**config.mk**
```make
export PLATFORM = sky130hd
export DESIGN_NAME = hex_scan_ctrl
export DESIGN_NICKNAME = d
export VERILOG_FILES = /design/src/rtl/hex_scan_ctrl.sv
export SDC_FILE = /design/constraint.sdc
export NUM_CORES = 1
export LEC_CHECK = 0
export ABC_AREA = 1
export BUFFER_PORTS_ARGS = -buffer_cell sky130_fd_sc_hd__clkbuf_2
export CORE_UTILIZATION = 41
export DETAILED_ROUTE_END_ITERATION = 10
export HOLD_SLACK_MARGIN = 0.03
export PLACE_DENSITY = 0.64
export REMOVE_ABC_BUFFERS = 1
export SLEW_MARGIN = 20
export SYNTH_ARGS = -nofsm -noshare
export SYNTH_HDL_FRONTEND = slang
export SYNTH_HIERARCHICAL = 1
export SYNTH_SLANG_ARGS = --single-unit
```
**constraint.sdc**
```tcl
create_clock -name CLOCK_50 -period 2 [get_ports CLOCK_50]
set_input_delay 0.2 -clock CLOCK_50 [delete_from_list [all_inputs] [get_ports CLOCK_50]]
set_output_delay 0.2 -clock CLOCK_50 [all_outputs]
set_load 0.05 [all_outputs]
```
**src/rtl/hex_scan_ctrl.sv**
```systemverilog
// rtl/hex_scan_ctrl.sv - time-shared hex-to-7-segment scan controller with shadowed commit
// One decoder serves all digits; the board outputs only change on the single COMMIT cycle.

module BCD_7Seg (
    input  logic [3:0] bcd_i,
    output logic [6:0] seg_o
);
    // Active-low segments, bit order gfedcba.
    always_comb begin
        seg_o = 7'h7F;
        case (bcd_i)
            4'h0: seg_o = 7'h40;
            4'h1: seg_o = 7'h79;
            4'h2: seg_o = 7'h24;
            4'h3: seg_o = 7'h30;
            4'h4: seg_o = 7'h19;
            4'h5: seg_o = 7'h12;
            4'h6: seg_o = 7'h02;
            4'h7: seg_o = 7'h78;
            4'h8: seg_o = 7'h00;
            4'h9: seg_o = 7'h10;
            4'hA: seg_o = 7'h08;
            4'hB: seg_o = 7'h03;
            4'hC: seg_o = 7'h46;
            4'hD: seg_o = 7'h21;
            4'hE: seg_o = 7'h06;
            4'hF: seg_o = 7'h0E;
            default: seg_o = 7'h7F;
        endcase
    end
endmodule

module hex_scan_ctrl #(
    parameter int DIGITS = 4
) (
    input  logic                  CLOCK_50,
    input  logic                  RST_N,
    input  logic [4*DIGITS-1:0]   VALUE,
    input  logic                  BLANK_LZ,
    input  logic                  LOAD,
    output logic                  READY,
    output logic                  DONE,
    output logic [7*DIGITS-1:0]   HEX_BUS
);
    localparam int IDX_W = (DIGITS > 1) ? $clog2(DIGITS) : 1;
    localparam logic [IDX_W-1:0] IDX_LAST = IDX_W'(DIGITS - 1);

    typedef enum logic [1:0] {
        S_IDLE,
        S_SCAN,
        S_COMMIT
    } state_t;

    state_t               state_q;
    logic [IDX_W-1:0]     idx_q;
    logic                 seen_nz_q;
    logic                 blank_q;
    logic                 done_q;
    logic [3:0]           nib_q    [DIGITS];
    logic [6:0]           shadow_q [DIGITS];
    logic [7*DIGITS-1:0]  hex_q;

    logic [3:0] cur_nib;
    logic [6:0] dec_seg;
    logic [6:0] seg_d;

    assign cur_nib = nib_q[idx_q];

    BCD_7Seg u_dec (
        .bcd_i (cur_nib),
        .seg_o (dec_seg)
    );

    // Leading zeros go dark until the first nonzero digit; digit 0 always shows.
    always_comb begin
        seg_d = dec_seg;
        if (blank_q && !seen_nz_q && (cur_nib == 4'h0) && (idx_q != '0)) begin
            seg_d = 7'h7F;
        end
    end

    always_ff @(posedge CLOCK_50 or negedge RST_N) begin
        if (!RST_N) begin
            state_q   <= S_IDLE;
            idx_q     <= IDX_LAST;
            seen_nz_q <= 1'b0;
            blank_q   <= 1'b0;
            done_q    <= 1'b0;
            hex_q     <= '1;
            for (int i = 0; i < DIGITS; i++) begin
                nib_q[i]    <= 4'h0;
                shadow_q[i] <= 7'h7F;
            end
        end else begin
            done_q <= 1'b0;
            case (state_q)
                S_IDLE: begin
                    if (LOAD) begin
                        for (int i = 0; i < DIGITS; i++) begin
                            nib_q[i] <= VALUE[4*i +: 4];
                        end
                        blank_q   <= BLANK_LZ;
                        idx_q     <= IDX_LAST;
                        seen_nz_q <= 1'b0;
                        state_q   <= S_SCAN;
                    end
                end
                S_SCAN: begin
                    shadow_q[idx_q] <= seg_d;
                    seen_nz_q       <= seen_nz_q | (cur_nib != 4'h0);
                    if (idx_q == '0) begin
                        state_q <= S_COMMIT;
                    end else begin
                        idx_q <= idx_q - 1'b1;
                    end
                end
                S_COMMIT: begin
                    for (int i = 0; i < DIGITS; i++) begin
                        hex_q[7*i +: 7] <= shadow_q[i];
                    end
                    done_q  <= 1'b1;
                    state_q <= S_IDLE;
                end
                default: begin
                    state_q <= S_IDLE;
                end
            endcase
        end
    end

    assign READY   = (state_q == S_IDLE);
    assign DONE    = done_q;
    assign HEX_BUS = hex_q;
endmodule

```
==> results of run 1 <==
==> kinds of logic after synthesis <==
logic type,count (synthesis),share of synthesized area (%)
and+or+nand+nor,220,24.97
adders and majority gates,11,3.825
buffers and inverters,50,5.841
muxes,14,4.381
DFF,79,56.95
AOI/OAI and AO/OA,28,4.033
==> per-layer routing <==
metal	GRT usage [%]	vias up	share of wire (%)
li1	-	1358	-
met3	4.306	6	3.9
met4	6.841	0	0.92
met2	28.45	59	47
met5	0	-	0
met1	22.03	1193	48
==> placed cells by master (no fill, tap or decap), types with 9 or more instances in the layout <==
cell      Yosys  layout
mux2_2       14      14
ha_1         11      11
dfrtp_1      21      21
dfstp_2      58      58
inv_1        34      27
clkbuf_8      0       9
nand2_1     178     174
clkbuf_2      0      48
nand3_1      23      23
buf_4         0      13
nand2_2       9      12
o21ai_0      13      12
==> cell type report <==
type | count | area (µm²) | share of cell area (%)
Timing Repair Buffer | 63 | 367.9 | 8.637
Clock inverter | 7 | 78.83 | 1.851
Tap cell | 105 | 131.4 | 3.085
Multi-Input combinational cell | 273 | 1358 | 31.87
Inverter | 38 | 150.1 | 3.525
Clock buffer | 9 | 123.9 | 2.908
Sequential cell | 79 | 2049 | 48.12
==> synth_stat cells <==
cell / n / share of area (%)
nand2_2: 9 / 1.6
nor2_4: 1 / 0.31
mux2_2: 14 / 4.4
o21ai_0: 13 / 1.8
ha_1: 11 / 3.8
clkbuf_1: 4 / 0.42
buf_2: 6 / 0.83
dfrtp_1: 21 / 15
nand2_1: 178 / 19
nand3_4: 1 / 0.49
o21ai_2: 1 / 0.24
buf_6: 2 / 0.63
nor2_1: 8 / 0.83
nand3_1: 23 / 3.2
dfstp_2: 58 / 42
a31oi_1: 1 / 0.17
inv_2: 4 / 0.42
a21oi_1: 5 / 0.70
inv_1: 34 / 3.5
o21ai_1: 8 / 1.1
==> worst max path at each step <==
| stage | startpoint | endpoint | slack (ps) | cells after the start |
|---|---|---|---|---|
| floorplan | state_q[0]$_DFFE_PN0P_ | idx_q[0]$_DFFE_PN1P_ | -320 | 5 |
| global placement | idx_q[0]$_DFFE_PN1P_ | shadow_q[2]$_DFFE_PN1P_ | -70 | 13 |
| detailed placement | idx_q[0]$_DFFE_PN1P_ | shadow_q[9]$_DFFE_PN1P_ | -80 | 13 |
| global route | idx_q[0]$_DFFE_PN1P_ | shadow_q[10]$_DFFE_PN1P_ | -4 | 14 |
| finish | idx_q[0]$_DFFE_PN1P_ | shadow_q[16]$_DFFE_PN1P_ | 150 | 10 |
| CTS | idx_q[0]$_DFFE_PN1P_ | shadow_q[16]$_DFFE_PN1P_ | 50 | 13 |
==> flip-flops by register name (all words and copies together), names as in the netlist <==
name	count
nib_q	16
blank_q	1
idx_q	2
shadow_q	28
seen_nz_q	1
state_q	2
HEX_BUS	28
DONE	1
==> per-stage QoR <==
stage	setup slack, ps	TNS, ps
floorplan	-318.3	-4524
global placement	-66.70	-188.2
detailed placement	-78.98	-227.4
CTS	51.70	0
global route	-3.748	-4.772
finish	147.9	0
==> worst register-to-register path: cells and delay by family, from the launching register on <==
kind / cells / cell delay [ps]
buffers and inverters: 2 / 340
flip-flops: 1 / 600
AND/OR/NAND/NOR: 7 / 760
AO/OA/AOI/OAI: 1 / 80
==> what timing repair did <==
action | 4_1_cts | 5_1_grt
hold buffers | 1 | 0
endpoints found under the setup margin | 3 | 28
resized for setup | 3 | 14
pin swaps | 0 | 2
endpoints found under the hold margin | 1 | 0
setup buffers | 0 | 1
==> summary.txt, run 1 <==
Finish
  – Area grow syn2layout: 18.36%
  – Final #Nets: 495
  – Design area: 0.004259 mm²
  – Fin cells: 574
  – # diodes: 0
  – Layout cells sized above 1: 37.95%
  – Finished Core Util: 51.07%
  – Layout filler cell count: 813

Die
  – Row count: 33
  – DIE AREA: 0.009156 mm²
  – Die boundary height: 95.69 µm
  – Chip Width: 95.69 µm
  – IO Count: 50
  – Initial core utilization: 43.14%
  – Core area: 0.008341 mm²

Drt
  – Routed wire per std cell: 12.26 µm
  – Vias per inst: 4.557
  – Post-DRT Antenna Nets: 0
  – Total number of vias: 2,616
  – Drc violations: 0
  – DRT iter0 DRCs: 119
  – Total wire length: 7039 µm
  – DRT Pass-1 Iters: 4

Setup path
  – Critical-path top delay cell: dfstp_2
  – Crit-path max cell delay: 600 ps
  – R2R Path End: shadow_q[16]$_DFFE_PN1P_
  – Worst r2r src: idx_q[0]$_DFFE_PN1P_
  – Critical Path Fanout Max: 9
  – CP delay by family, top: simple AND/OR/NAND/NOR gates
  – CP required: 2300 ps
  – CP Cell Sequence: buf_4, o21ai_1, nand2_1, nand2_4, buf_4, nor2_4, nand3_4, nand2_2, nand2_1, nand2_1
  – CP dominant cell by count: nand2_1
  – CP Class: flip-flop to flip-flop
  – Worst setup EP type: flip-flop
  – Worst Path Arrival: 2160 ps
  – R2R setup slack: 150 ps
  – Worst reg2reg path depth: 10
  – CP startpoint kind: flip-flop
  – Buffer and inverter count on the worst path: 2

Run
  – MaxCap Viol Count: 0

Logic synthesis
  – Syn Inst Count: 402
  – Syn avg cell area: 8.951 µm²
  – Post-Synthesis Cell Area: 0.003598 mm²
  – Ys Warns: 6
  – Sequential fraction of the synthesis area: 56.95%
  – Synth Register Bits: 79
  – Netlist cell types: 20

CTS
  – Clk_lat worst skew: 370 ps
  – Depth of the CTS H-tree: 3
  – Clk slew on worst S/H paths: 80 ps
  – Cts bufs inserted: 9
  – CTS root buffer: clkbuf_8
  – CTS tree: done
  – Clock Tree Buf Depth: 2
  – Clk sinks: 79

STA
  – Clock skew: 12.75 ps
  – Final Hold Viols: 0
  – Fin. max-slew vios: 0
  – Hold_ws: 59.13 ps
  – Least-Margin Pin Slew: 557.1 ps
  – Final Setup Violations: 0
  – Tmin final: 1852 ps
  – Max frequency: 539.9 MHz
  – Crit share post-route: 92.60%
  – Relative slew slack: 62.81%

Placed design
  – I/O Buffers: 49
  – HPWL after detailed placement: 4938 µm
  – Area of placed instances: 0.004013 mm²
  – Placed Cells: 556
  – Routability cong.: 0.8967

Global route
  – GRT overflow: 0
  – Largest net degree at the start of global routing: 37
  – Tot GR Track Use: 17.38%
  – First-pass GRT wire length: 12,020 µm
  – Antenna violations before repair: 0
  – Vias in the first global route: 2,649

Run status
  – Status: completed

Hold path
  – Hold endpoint: nib_q[5]$_DFFE_PN0P_
  – Hold Path Stages: 2
  – HP Class: primary input to flip-flop
  – Min-delay src: VALUE[9]
Power of run 1 is not shown: default switching activity piles up to over one toggle a cycle in this logic, so the estimate is an artifact.
==> run 2, diff against run 1 <==
--- a/config.mk
+++ b/config.mk
@@ -10,7 +10,7 @@
 export CORE_UTILIZATION = 41
 export DETAILED_ROUTE_END_ITERATION = 10
 export HOLD_SLACK_MARGIN = 0.03
-export PLACE_DENSITY = 0.64
+export PLACE_DENSITY = 0.67
 export REMOVE_ABC_BUFFERS = 1
 export SLEW_MARGIN = 20
 export SYNTH_ARGS = -nofsm -noshare
==> constraint.sdc (replaced) <==
create_clock -name CLOCK_50 -period 1.55 [get_ports CLOCK_50]
set_input_delay 0.155 -clock CLOCK_50 [delete_from_list [all_inputs] [get_ports CLOCK_50]]
set_output_delay 0.155 -clock CLOCK_50 [all_outputs]
set_load 0.05 [all_outputs]
==> run 2 against run 1 <==
Compared with the run above:
- the flow now finishes with violations (negative setup slack)
- die area unchanged
- first-iteration DRC count increased by 28%
- clock skew decreased by 1.9 ps
- design area increased by 12%
- largest cell class unchanged
==> summary.txt, run 2 (synthesized netlist as in run 1, its figures left out) <==
STA
  – PnR worst setup slack: -292.6 ps (-440.5 ps)
  – Fin. max-slew vios: 0 (unchanged)
  – Final Hold Viols: 0 (unchanged)
  – Final Setup Violations: 28 (+28)
  – Max frequency: 542.7 MHz (+0.51%)
  – Crit share post-route: 118.9% (+26 points)
  – Tmin final: 1843 ps (-9.457 ps)
  – Clock skew: 10.82 ps (-1.931 ps)
  – Relative slew slack: 63.48% (+0.68 points)
  – Least-Margin Pin Slew: 547.0 ps (-10.12 ps)
  – RSZ-0062 raised after global routing: true

Global route
  – Tot GR Track Use: 19.24% (+1.9 points)
  – GRT overflow: 0 (unchanged)
  – Antenna violations before repair: 0 (unchanged)
  – Vias in the first global route: 2,936 (+11%)
  – M3 GR Usage: 5.901% (+1.6 points)
  – Grt met1 use: 22.28% (+0.25 points)
  – Most used routing layer: met2
  – First-pass GRT wire length: 13,380 µm (+11%)
  – Met2 Use GR: 33.81% (+5.4 points)
  – Largest net degree at the start of global routing: 80 (+120%)

Setup path
  – Worst reg2reg path depth: 14 (+4)
  – CP Class: flip-flop to flip-flop
  – R2R Path End: shadow_q[20]$_DFFE_PN1P_
  – Worst Path Arrival: 2150 ps (about the same)
  – Worst setup EP type: flip-flop
  – Worst r2r src: idx_q[0]$_DFFE_PN1P_
  – CP endpoint: shadow_q[20]$_DFFE_PN1P_
  – CP required: 1860 ps (-440 ps)
  – R2R setup slack: -290 ps (-440 ps)
  – Critical Path Fanout Max: 6 (-3)
  – Critical path origin: idx_q[0]$_DFFE_PN1P_
  – CP startpoint kind: flip-flop

Die
  – Die boundary height: 95.69 µm (unchanged)
  – Core area: 0.008341 mm² (unchanged)
  – IO Count: 50 (unchanged)
  – Row count: 33 (unchanged)
  – DIE AREA: 0.009156 mm² (unchanged)
  – Initial core utilization: 43.14% (unchanged)
  – Chip Width: 95.69 µm (unchanged)

Placed design
  – HPWL after detailed placement: 5236 µm (+6.0%)
  – Placed Cells: 567 (+2.0%)
  – I/O Buffers: 49 (unchanged)
  – Routability cong.: 0.9245 (+3.1%)

Drt
  – Total wire length: 7848 µm (+11%)
  – Routed wire per std cell: 13.06 µm (+6.5%)
  – Drc violations: 0 (unchanged)
  – Vias per inst: 4.802 (+5.4%)
  – Post-DRT Antenna Nets: 0 (unchanged)
  – DRT iter0 DRCs: 152 (+28%)
  – DRT Pass-1 Iters: 4 (unchanged)
  – Total number of vias: 2,886 (+10%)

Finish
  – Final #Nets: 522 (+5.5%)
  – Layout cells sized above 1: 48.79% (+11 points)
  – Layout filler cell count: 737 (-9.3%)
  – Area grow syn2layout: 32.79%
  – Commonest non-fill, non-tap cell in the layout: nand2_1
  – Fin cells: 601 (+4.7%)
  – Most frequent cells in the layout: nand2_1 (154), dfstp_2 (58), clkbuf_2 (48)
  – Area of the multi-input gates: 0.001594 mm² (+17%)
  – Register area: 0.002049 mm² (unchanged)
  – # diodes: 0 (unchanged)

Run status
  – Status: finished with violations
  – Failing checks: negative setup slack

Hold path
  – HP Class: primary input to flip-flop
  – Min-delay src: VALUE[13]

CTS
  – Cts bufs inserted: 9 (unchanged)
  – Clk_lat worst skew: 350 ps (-20 ps)
  – CTS root buffer: clkbuf_8
  – Clock Tree Buf Depth: 2 (unchanged)
  – Depth of the CTS H-tree: 3 (unchanged)
  – CTS tree: done
  – Clk sinks: 79 (unchanged)
  – Clk slew on worst S/H paths: 90 ps (about the same)

Run
  – MaxCap Viol Count: 0 (unchanged)
run 2: layout make-up:
cell class | instances | area share, %
Clock buffer | 9 | 2.592
Clock inverter | 7 | 1.597
Inverter | 38 | 3.614
Multi-Input combinational cell | 273 | 33.36
Sequential cell | 79 | 42.89
Tap cell | 105 | 2.749
Timing Repair Buffer | 90 | 13.20
run 2: worst min path at each step:
stage	endpoint	slack (ps)	cells after the start
2_1_floorplan	DONE$_DFF_PN0_	-140	0
3_3_place_gp	DONE$_DFF_PN0_	210	2
3_5_place_dp	state_q[0]$_DFFE_PN0P_	220	2
4_1_cts	nib_q[1]$_DFFE_PN0P_	30	2
5_1_grt	nib_q[9]$_DFFE_PN0P_	30	2
6_report	nib_q[1]$_DFFE_PN0P_	40	2
run 2: worst max-delay path, cell delays in order, from the launching register on:
cell and delay, ps:
dfstp_2 610, inv_4 70, nand2_2 70, nand3_2 80, nand2_4 110, inv_6 50
buf_6 130, buf_6 110, o21ai_2 150, nand2_1 90, nand2_2 80, inv_2 50
nand2_4 90, nand2_2 60, nand2_2 60
run 2: per-stage QoR:
| stage | TNS, ps | setup WS, ps | hold slack (ps) | area, µm² | util [%] |
|---|---|---|---|---|---|
| 2_1_floorplan | -26550 | -768.3 | -140.6 | 3531 | - |
| 3_3_place_gp | -6241 | -267.6 | 210.0 | 4095 | 49.10 |
| 3_5_place_dp | -8777 | -361.3 | 215.9 | 4095 | 49.10 |
| 4_1_cts | -5692 | -236.5 | 30.41 | 4671 | 56.00 |
| 5_1_grt | -8981 | -358.6 | 31.36 | 4778 | 57.29 |
| 6_report | -6340 | -292.6 | 39.25 | 4778 | 57.29 |
run 2: metal layers:
metal	wire length, µm	up-vias
met5	0	-
met4	74	0
met3	334	9
met2	3948	74
met1	3491	1381
li1	-	1422
run 2: timing repair:
action / 4_1_cts / 5_1_grt
endpoints found under the hold margin: 30 / 0
resized for setup: 72 / 33
endpoints found under the setup margin: 31 / 32
gates cloned: 0 / 0
pin swaps: 18 / 9
hold buffers: 10 / 0
setup buffers: 8 / 2
Power of run 2 is left out for the same reason.
